$ cat config.mk
export PLATFORM = sky130hd
export DESIGN_NAME = song_sequencer
export DESIGN_NICKNAME = d
export VERILOG_FILES = /design/src/rtl/synth_pkg.sv /design/src/rtl/song_sequencer.sv
export SDC_FILE = /design/constraint.sdc
export NUM_CORES = 1
export LEC_CHECK = 0
export ABC_AREA = 0
export BUFFER_PORTS_ARGS = -buffer_cell sky130_fd_sc_hd__buf_2
export CORE_ASPECT_RATIO = 1.1
export CORE_MARGIN = 1.5
export CORE_UTILIZATION = 43
export CTS_CLUSTER_DIAMETER = 120
export DETAILED_ROUTE_END_ITERATION = 12
export PLACE_DENSITY = 0.72
export SLEW_MARGIN = 20
export SYNTH_ARGS = -nofsm -noshare
export SYNTH_HDL_FRONTEND = slang
export SYNTH_SLANG_ARGS = --single-unit
export TNS_END_PERCENT = 10
$ cat constraint.sdc
create_clock -name clk -period 1.55 [get_ports clk]
set_input_delay 0.155 -clock clk [delete_from_list [all_inputs] [get_ports clk]]
set_output_delay 0.155 -clock clk [all_outputs]
set_load 0.01 [all_outputs]
$ cat src/rtl/synth_pkg.sv
// Shared widths, ROM entry layout and sequencer state encoding
// for the song playback path.
package synth_pkg;

  localparam int NOTE_W     = 6;
  localparam int DUR_W      = 6;
  localparam int SONG_BITS  = 2;
  localparam int INDEX_BITS = 5;

  localparam int ROM_W  = NOTE_W + DUR_W;
  localparam int ADDR_W = SONG_BITS + INDEX_BITS;

  // ROM entry is {note, duration}
  localparam int NOTE_HI = ROM_W - 1;
  localparam int NOTE_LO = DUR_W;
  localparam int DUR_HI  = DUR_W - 1;
  localparam int DUR_LO  = 0;

  localparam logic [DUR_W-1:0] END_MARKER_DUR = '0;

  typedef enum logic [2:0] {
    S_IDLE,
    S_FETCH,
    S_WAIT_ROM,
    S_LOAD,
    S_WAIT_DONE
  } seq_state_e;

endpackage

$ cat src/rtl/song_sequencer.sv
// Walks a song in the external ROM and hands each
// {note, duration} to note_player with a load strobe.
module song_sequencer #(
  parameter int NOTE_W     = synth_pkg::NOTE_W,
  parameter int DUR_W      = synth_pkg::DUR_W,
  parameter int SONG_BITS  = synth_pkg::SONG_BITS,
  parameter int INDEX_BITS = synth_pkg::INDEX_BITS
) (
  input  logic                            clk,
  input  logic                            reset_n,
  input  logic                            play,
  input  logic [SONG_BITS-1:0]            song_sel,
  input  logic                            new_song,
  output logic [SONG_BITS+INDEX_BITS-1:0] rom_addr,
  input  logic [NOTE_W+DUR_W-1:0]         rom_data,
  output logic [NOTE_W-1:0]               note_to_load,
  output logic [DUR_W-1:0]                duration_to_load,
  output logic                            load_new_note,
  input  logic                            done_with_note,
  output logic                            song_done,
  output logic                            busy
);

  import synth_pkg::*;

  seq_state_e r_state;
  seq_state_e w_state_nxt;

  logic [SONG_BITS-1:0]  r_song;
  logic [SONG_BITS-1:0]  w_song_nxt;
  logic [INDEX_BITS-1:0] r_idx;
  logic [INDEX_BITS-1:0] w_idx_nxt;
  logic [NOTE_W-1:0]     r_note;
  logic [NOTE_W-1:0]     w_note_nxt;
  logic [DUR_W-1:0]      r_dur;
  logic [DUR_W-1:0]      w_dur_nxt;
  logic                  r_load;
  logic                  w_load_nxt;
  logic                  r_sdone;
  logic                  w_sdone_nxt;

  logic [NOTE_W-1:0] w_rom_note;
  logic [DUR_W-1:0]  w_rom_dur;
  logic              w_last;
  logic              w_done_ok;
  logic              w_restart;

  assign w_rom_note = rom_data[NOTE_W+DUR_W-1:DUR_W];
  assign w_rom_dur  = rom_data[DUR_W-1:0];
  assign w_last     = &r_idx;
  // a done seen alongside our own strobe belongs to the old note
  assign w_done_ok  = done_with_note & ~r_load;
  assign w_restart  = new_song & (r_state != S_IDLE);

  always_comb begin
    w_state_nxt = r_state;
    w_song_nxt  = r_song;
    w_idx_nxt   = r_idx;
    w_note_nxt  = r_note;
    w_dur_nxt   = r_dur;
    w_load_nxt  = 1'b0;
    w_sdone_nxt = 1'b0;

    unique case (r_state)
      S_IDLE: begin
        w_song_nxt = song_sel;
        if (play) begin
          w_idx_nxt   = '0;
          w_state_nxt = S_FETCH;
        end
      end
      S_FETCH: begin
        if (play) begin
          w_state_nxt = S_WAIT_ROM;
        end
      end
      S_WAIT_ROM: begin
        w_note_nxt = w_rom_note;
        w_dur_nxt  = w_rom_dur;
        if (w_rom_dur == END_MARKER_DUR) begin
          w_sdone_nxt = 1'b1;
          w_state_nxt = S_IDLE;
        end else begin
          w_state_nxt = S_LOAD;
        end
      end
      S_LOAD: begin
        w_load_nxt  = 1'b1;
        w_state_nxt = S_WAIT_DONE;
      end
      S_WAIT_DONE: begin
        if (w_done_ok) begin
          if (w_last) begin
            w_idx_nxt   = '0;
            w_sdone_nxt = 1'b1;
            w_state_nxt = S_IDLE;
          end else begin
            w_idx_nxt   = r_idx + 1'b1;
            w_state_nxt = S_FETCH;
          end
        end
      end
      default: begin
        w_state_nxt = S_IDLE;
      end
    endcase

    // restart overrides whatever the state above decided
    if (w_restart) begin
      w_song_nxt  = song_sel;
      w_idx_nxt   = '0;
      w_note_nxt  = r_note;
      w_dur_nxt   = r_dur;
      w_load_nxt  = 1'b0;
      w_sdone_nxt = 1'b0;
      w_state_nxt = S_FETCH;
    end
  end

  always_ff @(posedge clk or negedge reset_n) begin
    if (!reset_n) begin
      r_state <= S_IDLE;
      r_song  <= '0;
      r_idx   <= '0;
      r_note  <= '0;
      r_dur   <= '0;
      r_load  <= 1'b0;
      r_sdone <= 1'b0;
    end else begin
      r_state <= w_state_nxt;
      r_song  <= w_song_nxt;
      r_idx   <= w_idx_nxt;
      r_note  <= w_note_nxt;
      r_dur   <= w_dur_nxt;
      r_load  <= w_load_nxt;
      r_sdone <= w_sdone_nxt;
    end
  end

  assign rom_addr         = {r_song, r_idx};
  assign note_to_load     = r_note;
  assign duration_to_load = r_dur;
  assign load_new_note    = r_load;
  assign song_done        = r_sdone;
  assign busy             = (r_state != S_IDLE);

endmodule
Word level (Yosys, flattened, before mapping)
Cells that the tools add are included.
{"block": "word_totals", "register_bits": 24, "latch_bits": 0, "ramBits": 0, "rom_bits": 0, "elab_cells": 49, "mem_count": 0}
{"block": "classes", "n_addsub": 1, "n_mul": 0, "n_div": 0, "magnitude_cmp": 0, "eq_ne": 7, "shifts": 0, "n_mux": 21, "bitwise": 4, "n_reduce_logical": 9}
{"op": "5-bit 2-to-1 mux", "count": 4}
{"op": "3-bit one-hot mux with 5 select lines", "count": 1}
{"op": "3-bit 2-to-1 mux", "count": 4}
{"op": "5-bit one-hot mux with 2 select lines", "count": 1}
{"op": "3-bit != test, second input constant", "count": 3}
{"op": "1-bit 2-to-1 mux", "count": 7}
{"op": "3-bit by 2-bit == test with 1-bit output, second input constant", "count": 2}
{"op": "6-bit logical NOT", "count": 1}
{"op": "2-bit 2-to-1 mux", "count": 3}
{"op": "3-bit AND reduction", "count": 2}
{"op": "3-bit nonzero test", "count": 2}
{"op": "5-bit by 1-bit adder with 5-bit output, second input constant", "count": 1}
{"op": "5-bit AND reduction", "count": 1}
{"op": "3-bit by 1-bit == test with 1-bit output, second input constant", "count": 1}
{"op": "3-bit == test, second input constant", "count": 1}
{"op": "3-bit logical NOT", "count": 1}
{"op": "1-bit bitwise AND", "count": 2}
{"op": "1-bit inverter", "count": 2}
{"op": "1-bit one-hot mux with 2 select lines", "count": 1}
{"op": "2-bit AND reduction", "count": 1}
{"op": "2-bit nonzero test", "count": 1}

Longest topological paths before layout
Gate-level depths: netlist of run 1.
{"block": "logic_depth", "ltp_word": 5, "ltp_mapped": 6, "mapped_depth_nobuf": 6}

Worst setup path before layout of run 1
Ideal clock, no wire load.
{"block": "synth_path", "kind": "reg2reg", "from": "reg r_idx[0]", "to": "reg r_idx[3]", "t_arrival_ns": 1.597, "required_ns": 1.463, "path_slack_ns": -0.133, "path_stages_with_launch": 6, "path_buffers": 0, "synth_period_minus_slack_ns": 1.683, "path_cell_list": "dfrtp_1 -> ha_1 -> and3_1 -> ha_1 -> or4b_1 -> o211ai_1"}
{"block": "synth_via", "elab_chain_cells": 5, "word_cells_on_any_way": 6}
{"item": "start: declaration", "line_no": "song_sequencer.sv:31", "source": "logic [INDEX_BITS-1:0] r_idx;"}
{"item": "start signal: assignment", "line_no": "song_sequencer.sv:132", "source": "r_idx <= w_idx_nxt;"}
{"item": "5-bit by 1-bit adder with 5-bit output or 5-bit AND reduction (tied branches)", "line_no": "song_sequencer.sv:98, song_sequencer.sv:50"}
{"item": "5-bit 2-to-1 mux (*)", "line_no": "song_sequencer.sv:93", "source": "if (w_last) begin"}
{"item": "5-bit 2-to-1 mux (*)", "line_no": "song_sequencer.sv:92", "source": "if (w_done_ok) begin"}
{"item": "5-bit one-hot mux with 2 select lines (*)", "line_no": "song_sequencer.sv:64", "source": "unique case (r_state)"}
{"item": "5-bit 2-to-1 mux (*)", "line_no": "song_sequencer.sv:109", "source": "if (w_restart) begin"}
Mark *: on every way between the ends. The rest lies on a longest branch, timed or not. The select of a mux whose other input is x is not followed.
A chain may end at the register's enable or synchronous reset.

Worst setup path after layout of run 1
{"block": "layout_path", "from": "reg r_idx[0]", "to": "reg r_idx[2]"}
The elaborated chain is that of the path after synthesis.

==> flow_summary.yaml, run 1 <==
outcome:
  outcome: "finished, violations left"
  failing_checks: "setup timing"
synthesis:
  synthesis.nets: 110
  yosys_warn_count: 0
  dominantRegCellSynth: "sky130_fd_sc_hd__dfrtp_1"
  synth_enable_flop_cells: 0
  post_synth_instance_area_um2: 1130
  synth_cell_type_count: 34
  synthesis.area_per_instance_um2: 12.7
  syn_inst: 89
  synth.yosys.seq_area_share_pct: 53.0
  synth_seq_cells: 24
  ys_async_sr_fraction_pct: 100
drt:
  num_vias: 906
  drtPass1Iterations: 4
  drt_first_iter_violations: 21
  routed_wirelength_um: 2360
  vias_per_cell: 5.33
  drt.antenna.violating_nets: 0
  detail_route.wl_per_cell_um: 13.9
  post-route-drc-count: 0
placement:
  place.gp.congestion: 0.785
  dp_slack_ps: -42.0
  io_buffer_count: 40
  hpwl_um: 1730
  placed_cells_incl_taps: 164
sta:
  report.final.hold_viol_count: 0
  finalSetupViolCount: 2
  skew_ps: 4.47
  final.period_utilization_pct: 103
  timing.slew.headroom_pct: 64.8
  setup-tns-final_ps: -83.2
  slew_viol_final: 0
  worst_slack_ps: -53.7
  max_freq_ghz: 0.624
  grt_setup_unrepaired: "true"
  final_period_minus_worst_setup_slack_ps: 1600
  tightestPinTransition_ps: 529
critical_path:
  worst-endpoint-arrival_ps: 1850
  worst_ep_required_time_ps: 1800
  slowest_stage: "sky130_fd_sc_hd__or4b_1"
  start_kind: "flip-flop"
  critPathMaxStageDelay_ps: 470
  critical_path.endpoint_type: "flip-flop"
  critPathKind: "flip-flop to flip-flop"
  cp_top_family: "simple AND/OR/NAND/NOR gates"
  crit_buf_inv: 0
  cp_max_fo: 5
  critical_path.cell_chain: "ha_2 > and3_4 > ha_4 > or4b_1 > o211ai_1"
die:
  core_area_um2: 2500
  num_rows: 19
  num_io_pins: 41
  floorplan.die_area_um2: 2950
  die_x_um: 51.9
  initial_core_util_pct: 45.4
  die_ht_um: 56.8
clock_network:
  clkSinkCount: 24
  numCtsBuffers: 3
  clock_insertion_delay_worst_skew_ps: 320
  cts.path.max_buffers: 2
  h-tree-depth: 1
  clk_pin_slew_ps: 130
  ctsRootBufferMaster: "sky130_fd_sc_hd__clkbuf_4"
  cts_tree: "yes"
pwr:
  power.density_cell_area_nw_per_um2: 1330
  leakage_nw: 0.738
  power.ir.vdd_worst_v: 0.000888
final_layout:
  layout-area-overhead-vs-synth_pct: 33.8
  instances_no_fill: 170
  layout_commonest_cell: "sky130_fd_sc_hd__buf_2"
  nets: 161
  antenna-diode-count: 0
  mostFrequentLayoutCells: "sky130_fd_sc_hd__buf_2, sky130_fd_sc_hd__dfrtp_1, sky130_fd_sc_hd__mux2_2"
  final_layout_size_suffix_gt1_share_pct: 59.0
flow_run:
  maxCapViolCount: 0
global_routing:
  first_pass_grt_wire_length_um: 4120
  vias_in_the_first_global_route: 949
  pin_count_of_the_biggest_net_entering_global_routing: 25
  grt_use_total_pct: 18.7
  grt_total_ovfl: 0
  antenna_violations_before_repair: 0
min_path:
  hold_crit_path_type: "primary input to flip-flop"
## synth_stat cells (all sizes together) (2+ instances only)
master  instances  share of area (%)
or4b            2                1.8
nand4           2                1.1
o211ai          2                1.3
o21ai           2               0.88
buf             3                2.4
nor3            2               0.88
nand2           2               0.66
ha              2                2.2
inv             6                2.0
nor4b           2                2.9
mux2           14                 14
nor2b           3                1.7
mux2i           2                1.8
and3            4                2.2
dfrtp          24                 53
## registers in the layout, summed over array words and instances (netlist names)
register and count:
r_state 3, r_idx 5, note_to_load 6, r_song 2, song_done 1, load_new_note 1
duration_to_load 6
## metrics by stage
stage	area, um^2	hold slack, ps	utilization (%)	power, mW
after floorplan	1150	-141	-	1.38
after global placement	1430	166	57.4	1.63
after detailed placement	1430	164	57.4	1.66
after CTS	1490	51.2	59.8	2.01
after global routing	1520	38.7	60.7	2.14
final	1520	54.7	60.7	2.01
## cell families after synthesis
kind of cell,share of synthesized area (%)
AND/OR/NAND/NOR,15.6
buffers and inverters,4.75
flip-flops,53.0
adder cells (fa/ha/maj),2.21
AO/OA/AOI/OAI,8.73
multiplexers,15.7
## what timing repair did
action | 4_1_cts | 5_1_grt
resized for setup | 3 | 6
endpoints found under the setup margin | 4 | 17
hold endpoints to repair | 24 | 0
pin swaps | 3 | 1
setup buffers | 0 | 1
hold buffers | 1 | 0
## worst paths after layout
| path | depth (start not counted) | slack [ps] | end | startpoint |
|---|---|---|---|---|
| setup / recovery | 5 | -50 | r_idx[2]$_DFFE_PN0P_ | r_idx[0]$_DFFE_PN0P_ |
| hold / removal | 2 | 50 | note_to_load[3]$_DFFE_PN0P_ | rom_data[9] |
| setup reg to reg | 5 | -50 | r_idx[2]$_DFFE_PN0P_ | r_idx[0]$_DFFE_PN0P_ |
| hold reg to reg | 1 | 520 | r_song[0]$_DFFE_PN0N_ | r_song[0]$_DFFE_PN0N_ |
| max in group asynchronous | 2 | 840 | r_state[2]$_DFFE_PN0P_ | reset_n |
| min in group asynchronous | 2 | 320 | r_idx[3]$_DFFE_PN0P_ | reset_n |
## report_power, final
| part | switching [mW] | internal [mW] |
|---|---|---|
| sequential | 0.138 | 0.818 |
| combinational | 0.317 | 0.401 |
| clock | 0.192 | 0.144 |
| total | 0.647 | 1.36 |
## area by class of cell
type	count	area [um^2]
Fill cell	215	981
Sequential cell	24	604
Multi-Input combinational cell	55	523
Timing Repair Buffer	50	290
Tap cell	31	38.8
Clock buffer	4	36.3
Inverter	6	22.5
## layer usage
| layer | up-vias | routed length [um] | global-route usage, % |
|---|---|---|---|
| met5 | - | 0 | 0 |
| met4 | 0 | 47 | 9.02 |
| met3 | 5 | 124 | 3.99 |
| met2 | 37 | 1170 | 31.6 |
| met1 | 435 | 1020 | 21.9 |
| li1 | 429 | - | - |
Power figures use the tool's default switching activity.
==> inputs of run 2 (changes only) <==
CORE_UTILIZATION = 45   (was 43)
clock period = 2 ns   (was 1.55 ns; I/O delays follow)
==> run 2 against run 1 <==
Net effect:
- the run now ends clean
- cell area fell by 7.6%
- sequential power fell by 23%
- die area is 4.2% lower
- critical path type unchanged
- final cell count shrank 4.7%
- non-clock buffer count down 7
- largest cell class unchanged
==> flow_summary.yaml, run 2 (synthesis gave the netlist of run 1 again) <==
clock_network:
  cts.hold.buffers_added: 1
  clock_insertion_delay_worst_skew_ps: 300
  clk_pin_slew_ps: 120
  cts.path.max_buffers: 2
  clkSinkCount: 24
  cts_tree: "yes"
  h-tree-depth: 1
  cts_resized: 0
  post-cts-setup-buffers: 0
  numCtsBuffers: 3
  ctsRootBufferMaster: "sky130_fd_sc_hd__clkbuf_4"
pwr:
  power.density_cell_area_nw_per_um2: 1060
  leakage_nw: 0.701
  total_power_mw: 1.49
  power.ir.vdd_worst_v: 0.000695
final_layout:
  area.sequential_um2: 601
  mostFrequentLayoutCells: "sky130_fd_sc_hd__buf_2, sky130_fd_sc_hd__dfrtp_1, sky130_fd_sc_hd__mux2_2"
  final_layout_size_suffix_gt1_share_pct: 47.7
  finalCoreUtilization_pct: 60.4
  layout_commonest_cell: "sky130_fd_sc_hd__buf_2"
  final_layout_fill_cell_count: 209
  multi_input_gate_area_um2: 478
  fin_area_um2: 1400
  antenna-diode-count: 0
  nets: 154
  layout-area-overhead-vs-synth_pct: 23.6
  instances_no_fill: 162
sta:
  timing.slew.headroom_pct: 65.9
  finalSetupViolCount: 0
  grt_setup_unrepaired: "false"
  skew_ps: 3.46
  final_period_minus_worst_setup_slack_ps: 1780
  slew_viol_final: 0
  max_freq_ghz: 0.560
  worst_slack_ps: 216
  final.period_utilization_pct: 89.2
  setup-tns-final_ps: 0
  fin_worst_hold_slack_ps: 121
  report.final.hold_viol_count: 0
  tightestPinTransition_ps: 512
drt:
  vias_per_cell: 5.27
  num_vias: 854
  drtPass1Iterations: 4
  drt.antenna.violating_nets: 0
  detail_route.wl_per_cell_um: 13.5
  post-route-drc-count: 0
  drt_first_iter_violations: 10
  routed_wirelength_um: 2190
placement:
  dpl-instance-area_um2: 1350
  place.gp.congestion: 0.840
  hpwl_um: 1710
  io_buffer_count: 40
  dp_slack_ps: 225
  placed_cells_incl_taps: 157
global_routing:
  vias_in_the_first_global_route: 910
  grt_total_ovfl: 0
  first_pass_grt_wire_length_um: 3760
  grt_use_total_pct: 17.2
  antenna_violations_before_repair: 0
  pin_count_of_the_biggest_net_entering_global_routing: 25
critical_path:
  cp_max_fo: 5
  r2r_slack_ps: 220
  worstReg2RegStart: "r_idx[0]$_DFFE_PN0P_"
  critical_path.endpoint_type: "flip-flop"
  start_kind: "flip-flop"
  worst_ep_required_time_ps: 2200
  worst-endpoint-arrival_ps: 1990
  critPathKind: "flip-flop to flip-flop"
  worst-r2r-cell-count: 5
  crit-reg2reg-capture: "r_state[0]$_DFFE_PN0P_"
die:
  die_x_um: 50.8
  core_area_um2: 2320
  die_ht_um: 55.6
  floorplan.die_area_um2: 2830
  num_io_pins: 41
  num_rows: 18
  initial_core_util_pct: 48.8
min_path:
  hold_depth: 2
  hold_path_end: "r_song[0]$_DFFE_PN0N_"
  hp-start: "song_sel[0]"
  hold_crit_path_type: "primary input to flip-flop"
outcome:
  outcome: "finished, final reports clean"
flow_run:
  maxCapViolCount: 0
run 2: worst max-delay path by stage:
stage	slack (ps)	depth (start not counted)	endpoint	from
6_report	220	5	r_state[0]$_DFFE_PN0P_	r_idx[0]$_DFFE_PN0P_
3_5_place_dp	220	5	r_state[0]$_DFFE_PN0P_	r_idx[0]$_DFFE_PN0P_
4_1_cts	210	5	r_state[0]$_DFFE_PN0P_	r_idx[0]$_DFFE_PN0P_
2_1_floorplan	320	5	r_idx[3]$_DFFE_PN0P_	r_idx[0]$_DFFE_PN0P_
5_1_grt	50	6	r_idx[3]$_DFFE_PN0P_	r_idx[0]$_DFFE_PN0P_
3_3_place_gp	330	5	r_idx[3]$_DFFE_PN0P_	r_idx[0]$_DFFE_PN0P_
run 2: critical path, stage by stage (launching register included):
cell,delay (ps)
sky130_fd_sc_hd__dfrtp_1,430
sky130_fd_sc_hd__ha_1,230
sky130_fd_sc_hd__and3_1,200
sky130_fd_sc_hd__ha_1,230
sky130_fd_sc_hd__o31a_1,290
sky130_fd_sc_hd__o41ai_1,310
run 2: metal layers:
layer	share of wire [%]	global-route usage, %	vias up
met2	50	28.8	30
met4	0.68	6.56	0
met3	5.4	4.57	2
li1	-	-	411
met5	0	0	-
met1	44	20.8	411
run 2: layout make-up:
cell class | count | area share (%)
repair buffers | 43 | 16.1
well taps | 30 | 2.68
flip-flops and latches | 24 | 42.9
clock buffers | 4 | 2.59
multi-input cells | 55 | 34.1
inverters | 6 | 1.61
run 2: where the power goes:
part	total, mW	switching [mW]	internal, mW
clock network	0.246	0.135	0.111
registers	0.734	0.104	0.630
logic	0.509	0.236	0.272
